--- config.mk ---
export PLATFORM = sky130hd
export DESIGN_NAME = uart_receiver_parity
export DESIGN_NICKNAME = d
export VERILOG_FILES = /design/src/rtl/uart_receiver_parity.sv
export SDC_FILE = /design/constraint.sdc
export NUM_CORES = 1
export LEC_CHECK = 0
export CORE_UTILIZATION = 58
export CTS_CLUSTER_DIAMETER = 100
export CTS_CLUSTER_SIZE = 28
export DETAILED_ROUTE_END_ITERATION = 16
export GPL_ROUTABILITY_DRIVEN = 0
export PLACE_DENSITY_LB_ADDON = 0.12
export SLEW_MARGIN = 20
export SYNTH_ARGS = -nofsm -noshare
export SYNTH_HDL_FRONTEND = slang
export SYNTH_SLANG_ARGS = --single-unit
--- constraint.sdc ---
create_clock -name clk -period 3.1 [get_ports clk]
set_input_delay 0.31 -clock clk [delete_from_list [all_inputs] [get_ports clk]]
set_output_delay 0.31 -clock clk [all_outputs]
set_load 0.01 [all_outputs]
--- src/rtl/uart_receiver_parity.sv ---
// UART receiver, 8 data bits + one parity bit (even/odd by parameter) + one stop bit.
// Latency: rxd start edge to result pulse = 2 + CLKS_PER_BIT/2 + 10*CLKS_PER_BIT + 1 clk.
// Backpressure: none; results are one-cycle pulses that must be captured when they appear.
//
// Ports:
//   clk        - single clock, all state on posedge
//   rst        - synchronous active-high reset
//   rxd        - serial line, idle high, asynchronous to clk
//   dout       - last received byte (loaded on every completed frame, held otherwise)
//   dout_valid - one-cycle pulse: frame completed without errors
//   parity_err - one-cycle pulse: frame completed with a parity mismatch
//   frame_err  - one-cycle pulse: stop bit sampled low
//   busy       - high whenever a frame is being received (state not IDLE)

module uart_receiver_parity #(
  parameter int CLKS_PER_BIT = 16,
  parameter int PARITY_ODD   = 0
) (
  input  logic       clk,
  input  logic       rst,
  input  logic       rxd,
  output logic [7:0] dout,
  output logic       dout_valid,
  output logic       parity_err,
  output logic       frame_err,
  output logic       busy
);

  localparam int CNT_W = (CLKS_PER_BIT > 1) ? $clog2(CLKS_PER_BIT) : 1;
  localparam logic [CNT_W-1:0] CNT_HALF = CNT_W'(CLKS_PER_BIT / 2 - 1);
  localparam logic [CNT_W-1:0] CNT_FULL = CNT_W'(CLKS_PER_BIT - 1);
  localparam logic ODD = (PARITY_ODD != 0);

  typedef enum logic [2:0] {
    S_IDLE   = 3'd0,
    S_START  = 3'd1,
    S_DATA   = 3'd2,
    S_PARITY = 3'd3,
    S_STOP   = 3'd4
  } state_t;

  state_t           state;
  state_t           state_nxt;

  logic             sync_meta;
  logic             line;
  logic             line_q;
  logic [CNT_W-1:0] cnt;
  logic [2:0]       bit_idx;
  logic [7:0]       shreg;
  logic             par_mis;

  logic             half_tick;
  logic             bit_tick;
  logic             start_edge;
  logic             exp_par;

  logic             data_smp;
  logic             par_smp;
  logic             stop_smp;
  logic             data_arm;
  logic             cnt_clr;

  assign half_tick = (cnt == CNT_HALF);
  assign bit_tick  = (cnt == CNT_FULL);

  // Edge rather than level: after a framing error the line may still be low,
  // and we must see it go high before a new start bit is accepted.
  assign start_edge = line_q & ~line;

  assign exp_par = (^shreg) ^ ODD;

  // ---------------------------------------------------------------------------
  // State register
  // ---------------------------------------------------------------------------
  always_ff @(posedge clk) begin
    if (rst) begin
      state <= S_IDLE;
    end else begin
      state <= state_nxt;
    end
  end

  // ---------------------------------------------------------------------------
  // Next-state logic
  // ---------------------------------------------------------------------------
  always_comb begin
    state_nxt = state;
    unique case (state)
      S_IDLE: begin
        if (start_edge) state_nxt = S_START;
      end
      S_START: begin
        // Mid start bit: a high line here means the falling edge was a glitch.
        if (half_tick) state_nxt = line ? S_IDLE : S_DATA;
      end
      S_DATA: begin
        if (bit_tick && (bit_idx == 3'd7)) state_nxt = S_PARITY;
      end
      S_PARITY: begin
        if (bit_tick) state_nxt = S_STOP;
      end
      S_STOP: begin
        // Leave at mid stop bit so a start bit right after it is not missed.
        if (bit_tick) state_nxt = S_IDLE;
      end
      default: state_nxt = S_IDLE;
    endcase
  end

  // ---------------------------------------------------------------------------
  // Output / control decode
  // ---------------------------------------------------------------------------
  always_comb begin
    busy     = 1'b0;
    data_smp = 1'b0;
    par_smp  = 1'b0;
    stop_smp = 1'b0;
    data_arm = 1'b0;
    cnt_clr  = 1'b0;
    unique case (state)
      S_IDLE: begin
        cnt_clr = 1'b1;
      end
      S_START: begin
        busy     = 1'b1;
        data_arm = half_tick;
        cnt_clr  = half_tick;
      end
      S_DATA: begin
        busy     = 1'b1;
        data_smp = bit_tick;
        cnt_clr  = bit_tick;
      end
      S_PARITY: begin
        busy    = 1'b1;
        par_smp = bit_tick;
        cnt_clr = bit_tick;
      end
      S_STOP: begin
        busy     = 1'b1;
        stop_smp = bit_tick;
        cnt_clr  = bit_tick;
      end
      default: begin
        cnt_clr = 1'b1;
      end
    endcase
  end

  // ---------------------------------------------------------------------------
  // Datapath: synchronizer, bit counter, shift register, result pulses
  // ---------------------------------------------------------------------------
  always_ff @(posedge clk) begin
    if (rst) begin
      sync_meta  <= 1'b1;
      line       <= 1'b1;
      line_q     <= 1'b1;
      cnt        <= '0;
      bit_idx    <= 3'd0;
      shreg      <= 8'h00;
      par_mis    <= 1'b0;
      dout       <= 8'h00;
      dout_valid <= 1'b0;
      parity_err <= 1'b0;
      frame_err  <= 1'b0;
    end else begin
      sync_meta <= rxd;
      line      <= sync_meta;
      line_q    <= line;

      cnt <= cnt_clr ? '0 : cnt + 1'b1;

      if (data_arm) begin
        bit_idx <= 3'd0;
      end else if (data_smp) begin
        bit_idx <= bit_idx + 3'd1;
        // LSB arrives first, so shift in from the top.
        shreg   <= {line, shreg[7:1]};
      end

      // Mismatch is held until the stop bit decides which pulse to raise.
      if (par_smp) begin
        par_mis <= line ^ exp_par;
      end

      if (stop_smp) begin
        dout <= shreg;
      end
      dout_valid <= stop_smp & line & ~par_mis;
      parity_err <= stop_smp & par_mis;
      frame_err  <= stop_smp & ~line;
    end
  end

endmodule

==> summary.txt <==
sequential fraction of the synthesis area: 0.466
setup violators final: 0
clk sink count: 33
Pleak: 0.554 nW
worst hold-check path type: reg2reg
Chip Width: 51.5 um
Mapped Area: 1420 um^2
synthesized flop and latch total: 33
row count: 17
clk slew on worst S/H paths: 100 ps
Rel. slew slack: 0.639
# IOs: 15
first-pass GRT wire length: 4280 um
Max Fclk: 0.509 GHz
Crit path arrival time: 1650 ps
Crit Path Class: reg2out
layout net count: 169
FILL cells: 171
total core area: 2250 um^2
synth warn: 0
commonest cells after routing, fill and taps aside: 33 x dfxtp_1, 17 x nor2_1, 14 x clkdlybuf4s50_1
part of the power in registers: 0.567
Hold Buf Count CTS: 0
Yosys cell types: 36
htree depth: 2
switch share: 0.247
share of the synthesized area in the top cell type: 0.466
HPWL Detailed: 1840 um
TritonRoute pass-1 iters: 4
CTS resizes: 0
DRT antenna net count: 0
port bufs: 14
WP data required: 2790 ps
Die H: 51.5 um
Starting Density: 0.629
Global Route Usage Sum: 0.225
area grow syn2layout: 15.0%
die area: 2650 um^2
RSZ-0062 raised after global routing: false
CTS Root Cell: clkbuf_4
setup_tns: 0 ps
Tmin final: 1960 ps
largest net degree at the start of global routing: 17
initial drt markers: 21
Mean Syn Cell Area: 9.52 um^2
post-CTS setup buffer count: 0
initial antenna violation count: 0
Post-Synthesis Cells: 149
MaxCap Viol Count: 0
startpoint types: register
Critical Path End Type: primary output
switching power: 0.000200 W
Num CTS Buffers: 5
Synth Net Count: 155
GRT overflow: 0
clock network fraction of design power: 0.327
power share of the combinational group: 0.106
Area contributors post-synth: dfxtp_1 47%, mux2i_1 7.1%, xnor2_1 4.9%
Fin Hold WS: 425 ps
worst-margin pin slew: 540 ps
routed wire length: 2570 um
antenna cell count: 0
vias per cell: 5.57
CTS max path bufs: 2
crit path max fanout: 13
Worst Skew: 12.0 ps
vias in the first global route: 960
internal power: 0.000611 W
Clock Latency Late Sink: 320 ps
most common cell after layout, fill and taps aside: dfxtp_1
CTS tree: done
final period utilization: 0.634
DRC: 0
fraction of layout cells with a size suffix above 1: 0.104
WL/cell: 13.4 um
vias post-DR: 1069
power density over cell area: 497 nW/um^2
Max Slew Vio Count: 0
VDD IR max: 0.404 mV
cell taking the most area after synthesis: dfxtp_1
Final Hold Fails: 0
post-layout power: 0.000811 W
status: complete, no violations
==> registers in the layout, summed over array words and instances, names as in the netlist <==
name,count
dout,8
shreg,8
cnt,4
bit_idx,3
state,3
dout_valid,1
frame_err,1
line,1
line_q,1
par_mis,1
parity_err,1
sync_meta,1
==> layer usage <==
metal  track usage  routed length (um)  share of wire  vias up
met5             0                   0              0        -
met4        0.0541                   0              0        0
met3        0.0893                  84          0.033        0
met2         0.372                1270           0.49       14
met1         0.270                1210           0.47      514
li1              -                   -              -      541
==> worst max-delay path, cell delays in order (launching register included) <==
cell and delay, ps:
dfxtp_1 580, nor3_1 120, nor2_1 100, clkdlybuf4s50_1 530
==> power by group through the flow <==
stage	Clock [W]	Combinational, W	Sequential (W)
after floorplan	0	0.0000755	0.000452
after global placement	0	0.0000814	0.000467
after detailed placement	0	0.0000843	0.000469
after CTS	0.000275	0.0000851	0.000459
after global routing	0.000297	0.0000955	0.000463
final	0.000265	0.0000861	0.000460
==> kinds of logic after synthesis <==
| logic type | synth area share |
|---|---|
| muxes | 0.0705 |
| AOI/OAI and AO/OA | 0.0917 |
| and+or+nand+nor | 0.236 |
| xor gates and xnor gates | 0.0653 |
| DFF | 0.466 |
| adders and majority gates | 0.0265 |
| buffers and inverters | 0.0441 |
==> Yosys cell counts <==
master	number
o21ai_0	3
buf_2	5
xnor2_1	8
o311ai_1	1
clkbuf_1	3
nand2_1	10
buf_6	1
nor3b_1	3
or3_1	1
a22o_1	1
and3_4	1
dfxtp_1	33
nor2b_1	1
nor3b_2	1
or2_2	3
xnor3_1	1
mux2i_1	10
ha_1	3
or4b_4	1
inv_1	2
nor3_1	2
or4_1	1
a41o_1	1
or2b_1	1
buf_4	1
nand3b_1	3
o21a_1	2
nand2b_1	2
o22a_1	1
nand3_1	11
or4b_1	1
nor2_1	17
a21boi_0	1
nor4b_1	2
a21oi_1	10
a31oi_1	1
==> path summary, 6_finish.rpt <==
path,slack (ps),to,cells after the start,startpoint
setup / recovery,1140,busy,3,state[0]
hold reg to reg,430,line,1,sync_meta
hold / removal,430,line,1,sync_meta
setup reg to reg,1270,par_mis,5,cnt[0]
==> through the flow <==
stage | worst slack [ps] | instances | utilization | instance area (um^2)
2_1_floorplan | 1510 | 149 | - | 1420
3_3_place_gp | 1310 | 184 | 0.693 | 1560
6_report | 1140 | 192 | 0.724 | 1630
5_1_grt | 1000 | 192 | 0.724 | 1630
4_1_cts | 1130 | 192 | 0.724 | 1630
3_5_place_dp | 1220 | 184 | 0.693 | 1560
==> cell type report <==
cell class              count  area, um^2  area share
clock inverters             1        5.00     0.00307
well taps                  28        35.0      0.0215
multi-input cells         104         696       0.426
inverters                   2        7.51     0.00460
flip-flops and latches     33         661       0.405
repair buffers             17         163      0.0997
clock buffers               7        65.1      0.0399
(Power assumes the default switching activity.)
==> variant 1: new RTL, same settings <==
`PARITY_ODD`: 0 -> 1.
--- a/src/rtl/uart_receiver_parity.sv
+++ b/src/rtl/uart_receiver_parity.sv
@@ -14,7 +14,7 @@
 
 module uart_receiver_parity #(
   parameter int CLKS_PER_BIT = 16,
-  parameter int PARITY_ODD   = 0
+  parameter int PARITY_ODD   = 1
 ) (
   input  logic       clk,
   input  logic       rst,
Check against the original RTL: no difference found for any inputs over 10 cycles, from zero or initial values and one cycle with rst high; that may be too few to reach the edited logic, so the function may still have changed.
==> variant 1 against the original RTL <==
Sequential cell count unchanged; synthesized area increased by 1.1%; synthesized cell count is 0.67% lower; power is 7.3% higher; hold slack worse by 3.8 ps; non-clock buffer count is 1 lower; setup slack better by 14 ps; design area is essentially flat; sequential power hardly changed; routed wire length decreased by 2.0%; critical path type unchanged; largest power group unchanged; highest routed layer is now met4.
==> variant 1: results (changes against the original RTL) <==
\begin{tabular}{lr}
\hline
Metric & Value \\
\hline
\multicolumn{2}{l}{\textbf{Finish}} \\
\quad Proportion of layout cells with a drive suffix above 1 & 11.1\% (was 10.4\%) \\
\quad Final Net Count & 167 (was 169) \\
\multicolumn{2}{l}{\textbf{Route}} \\
\quad Met3 wire length & 106 um (was 84 um) \\
\quad Met2 wire len & 1300 um (was 1270 um) \\
\quad Routed met1 length & 1100 um (was 1210 um) \\
\quad Number of DRC markers in iteration 0 & 23 (was 21) \\
\quad Detail-routed via count per cell & 5.53 (was 5.57) \\
\quad Highest routing layer actually used & met4 (was met3) \\
\multicolumn{2}{l}{\textbf{STA}} \\
\quad Actual slew at the worst max-slew pin & 601 ps (was 540 ps) \\
\quad Worst Skew & 3.45 ps (was 12.0 ps) \\
\multicolumn{2}{l}{\textbf{Power}} \\
\quad Leakage power summed over all cells & 0.000568 uW (was 0.000554 uW) \\
\quad Cell-internal power & 673 uW (was 611 uW) \\
\quad Max VDD drop & 469 uV (was 404 uV) \\
\quad Combinational power & 84.5 uW (was 86.1 uW) \\
\quad Sequential fraction of design power & 52.8\% (was 56.7\%) \\
\multicolumn{2}{l}{\textbf{Logic synthesis}} \\
\quad Cell types with the largest area share after synthesis & sky130\_fd\_sc\_hd\_\_dfxtp\_1, sky130\_fd\_sc\_hd\_\_mux2i\_1, sky130\_fd\_sc\_hd\_\_nor2\_1, sky130\_fd\_sc\_hd\_\_xnor2\_1, sky130\_fd\_sc\_hd\_\_a21oi\_1 (was sky130\_fd\_sc\_hd\_\_dfxtp\_1, sky130\_fd\_sc\_hd\_\_mux2i\_1, sky130\_fd\_sc\_hd\_\_xnor2\_1, sky130\_fd\_sc\_hd\_\_nor2\_1, sky130\_fd\_sc\_hd\_\_nand3\_1) \\
\quad Post-synth net total & 154 (was 155) \\
\quad Register area share after synthesis & 46.1\% (was 46.6\%) \\
\quad Number of distinct library cells after synthesis & 40 (was 36) \\
\multicolumn{2}{l}{\textbf{CTS}} \\
\quad Clock Root Buffer & sky130\_fd\_sc\_hd\_\_clkbuf\_4 (unchanged) \\
\quad Maximum clock insertion buffer count & 2 (unchanged) \\
\multicolumn{2}{l}{\textbf{Run status}} \\
\quad Run status & finished clean (unchanged) \\
\multicolumn{2}{l}{\textbf{Place}} \\
\quad Post-detailed-placement half-perimeter wirelength & 1760 um (was 1840 um) \\
\quad Instance area after placement & 1550 um2 (was 1560 um2) \\
\multicolumn{2}{l}{\textbf{GRT}} \\
\quad Via count of the first global-routing pass & 1015 (was 960) \\
\quad Largest net degree at the start of global routing & 29 (was 17) \\
\multicolumn{2}{l}{\textbf{Critical path}} \\
\quad R2r setup slk & 1190 ps (was 1270 ps) \\
\hline
\end{tabular}
## variant 1: cell count changes after synthesis, moves of 2 or more
cell	change
sky130_fd_sc_hd__and3_1	+2
sky130_fd_sc_hd__buf_2	-2
sky130_fd_sc_hd__clkbuf_1	-2
sky130_fd_sc_hd__nor2_1	+2
## variant 1: path summary, 6_finish.rpt
path,from,endpoint
worst min register to register,sync_meta,line
worst min-delay path,sync_meta,line
worst max-delay path,state[0],busy
worst max register to register,state[2],dout_valid
## variant 1: worst reg2reg max path, delay by kind of cell (launching register included)
| kind | cells | cell delay (ps) |
|---|---|---|
| simple gates | 3 | 1300 |
| flops | 1 | 510 |
## variant 1: metrics by stage
stage	power (uW)	utilization (%)	instances	hold WS (ps)	worst slack [ps]
2_1_floorplan	533	-	148	389	1550
3_3_place_gp	550	68.0	182	396	1360
3_5_place_dp	554	68.0	182	400	1270
4_1_cts	879	71.7	190	427	1140
5_1_grt	921	71.7	190	447	976
6_report	871	71.7	190	422	1150
## variant 1: routing by layer
layer  vias up  global-route usage (%)
met5         -                       0
met4         0                    10.4
met3         2                    8.48
met2        20                    39.4
met1       494                    24.7
li1        535                       -
## variant 1: layout make-up
class | instances | area (um2)
Clock buffer | 7 | 55.1
Tap cell | 28 | 35.0
Timing Repair Buffer | 16 | 155
Fill cell | 170 | 643
Sequential cell | 33 | 661
Inverter | 2 | 7.51
Clock inverter | 1 | 30.0
Multi-Input combinational cell | 103 | 689
## variant 1: logic make-up after synthesis
kind of cell | count (synthesis) | synth area share [%]
multiplexers | 10 | 6.98
AO/OA/AOI/OAI | 21 | 9.08
adder cells (fa/ha/maj) | 3 | 2.62
AND/OR/NAND/NOR | 59 | 22.3
buffers and inverters | 12 | 5.85
XOR/XNOR | 10 | 7.07
flip-flops | 33 | 46.1
==> variant 2: new RTL, same settings <==
Without the edit above. Make the reset (`rst`) asynchronous in 2 clocked blocks. Comments in the files are not updated.
--- a/src/rtl/uart_receiver_parity.sv
+++ b/src/rtl/uart_receiver_parity.sv
@@ -73,7 +73,7 @@
   // ---------------------------------------------------------------------------
   // State register
   // ---------------------------------------------------------------------------
-  always_ff @(posedge clk) begin
+  always_ff @(posedge clk or posedge rst) begin
     if (rst) begin
       state <= S_IDLE;
     end else begin
@@ -151,7 +151,7 @@
   // ---------------------------------------------------------------------------
   // Datapath: synchronizer, bit counter, shift register, result pulses
   // ---------------------------------------------------------------------------
-  always_ff @(posedge clk) begin
+  always_ff @(posedge clk or posedge rst) begin
     if (rst) begin
       sync_meta  <= 1'b1;
       line       <= 1'b1;
Formal check against the unedited RTL: differs if rst is asserted again (counterexample within 4 cycles, from zero or initial values and one cycle with rst high); with rst held inactive, the same outputs for 10 cycles.
==> variant 2 against the original RTL <==
Sequential share of layout area up 8.5 points; routed wire length down 1.2%; synthesized area up 3.0%; sequential cell count unchanged; design area up 3.8%; setup slack worse by 130 ps; critical path depth unchanged; cell count down 18%; maximum frequency down 6.1%; core utilization up 1.4 points; largest cell class is now registers; highest routed layer is now met4.
Power is not compared: it rests on default switching activity, and its combinational part moved more than twofold at a synthesized area within 25%.
==> variant 2: results (changes against the original RTL) <==
\begin{tabular}{lr}
\hline
Metric & Value \\
\hline
\multicolumn{2}{l}{\textbf{Finish}} \\
\quad Final std cells w/o fill & 158 (was 192) \\
\quad Proportion of layout cells with a drive suffix above 1 & 21.5\% (was 10.4\%) \\
\quad Fillcell total & 164 (was 171) \\
\quad Final Net Count & 135 (was 169) \\
\multicolumn{2}{l}{\textbf{STA}} \\
\quad Hold WS & 361 ps (was 425 ps) \\
\quad Worst Skew & 3.13 ps (was 12.0 ps) \\
\quad Worst Setup Slack, final & 1010 ps (was 1140 ps) \\
\multicolumn{2}{l}{\textbf{Critical path}} \\
\quad Longest individual stage delay on the worst path & 560 ps (was 580 ps) \\
\quad Max Fanout on Critical Path & 9 (was 13) \\
\quad Source of the critical timing path & state[1] (was state[0]) \\
\quad Slowest cell on crit path & sky130\_fd\_sc\_hd\_\_clkdlybuf4s50\_1 (was sky130\_fd\_sc\_hd\_\_dfxtp\_1) \\
\quad Data arrival time at the worst-slack endpoint & 1780 ps (was 1650 ps) \\
\multicolumn{2}{l}{\textbf{GRT}} \\
\quad First-pass GRT wire length & 4120 um (was 4280 um) \\
\quad Via count of the first global-routing pass & 848 (was 960) \\
\quad Largest net degree at the start of global routing & 34 (was 17) \\
\multicolumn{2}{l}{\textbf{Logic synthesis}} \\
\quad Post-synth net total & 118 (was 155) \\
\quad Commonest cells in the netlist & sky130\_fd\_sc\_hd\_\_dfrtp\_1, sky130\_fd\_sc\_hd\_\_mux2\_2, sky130\_fd\_sc\_hd\_\_nor2\_1, sky130\_fd\_sc\_hd\_\_o21ai\_0, sky130\_fd\_sc\_hd\_\_xnor2\_1 (was sky130\_fd\_sc\_hd\_\_dfxtp\_1, sky130\_fd\_sc\_hd\_\_nor2\_1, sky130\_fd\_sc\_hd\_\_nand3\_1) \\
\quad Number of distinct library cells after synthesis & 35 (was 36) \\
\quad Synth async-reset ratio & 100\% (was 0\%) \\
\multicolumn{2}{l}{\textbf{Place}} \\
\quad Worst Setup Slack post-DPL & 1250 ps (was 1220 ps) \\
\quad Placed Cells & 150 (was 184) \\
\quad Post-detailed-placement half-perimeter wirelength & 1640 um (was 1840 um) \\
\multicolumn{2}{l}{\textbf{Route}} \\
\quad Routed Wire Length & 2540 um (was 2570 um) \\
\quad Met3 wire length & 117 um (was 84 um) \\
\multicolumn{2}{l}{\textbf{Run status}} \\
\quad Run status & finished clean (unchanged) \\
\hline
\end{tabular}
==> variant 2: metrics by stage <==
step | util [%] | total power, uW
final | 73.7 | 1070
after global routing | 73.7 | 1130
after CTS | 73.7 | 1080
after detailed placement | 70.0 | 742
after global placement | 70.0 | 735
after floorplan | - | 708
==> variant 2: cell type report <==
| cell class | instances | area [um2] | area share [%] |
|---|---|---|---|
| sequential | 33 | 830 | 49.0 |
| multi-input combinational | 69 | 578 | 34.1 |
| timing repair buffer | 15 | 148 | 8.71 |
| clock buffer | 7 | 55.1 | 3.25 |
| tap | 28 | 35.0 | 2.07 |
| clock inverter | 1 | 30.0 | 1.77 |
| inverter | 5 | 18.8 | 1.11 |
==> variant 2: kinds of logic after synthesis <==
kind of cell	count (synthesis)	share of synthesized area (%)
DFF	33	56.8
muxes	15	12.8
xor gates and xnor gates	12	8.13
buffers and inverters	10	3.68
AOI/OAI and AO/OA	15	6.59
and+or+nand+nor	24	9.42
adders and majority gates	3	2.57
==> variant 2: final timing paths <==
path | endpoint | cells after the start
max in group asynchronous | sync_meta | 3
worst max-delay path | busy | 3
min in group clk | line | 0
worst min-delay path | cnt[3] | 3
worst max register to register | dout[1] | 4
worst min register to register | line | 0
==> variant 2: worst min-delay path, delay by kind of cell <==
family	cells	cell delay (ps)
buffers and inverters	3	810
==> variant 2: layer usage <==
layer  vias up  track usage (%)
met5         -                0
met4         0             7.89
met3         3             8.12
met2        23             35.3
met1       438             28.0
li1        421                -
==> variant 2: power groups by stage <==
stage | sequential (uW) | clock (uW) | combinational [uW]
6_report | 552 | 333 | 186
5_1_grt | 559 | 358 | 213
3_3_place_gp | 555 | 0 | 180
2_1_floorplan | 517 | 0 | 191
4_1_cts | 550 | 339 | 188
3_5_place_dp | 557 | 0 | 186
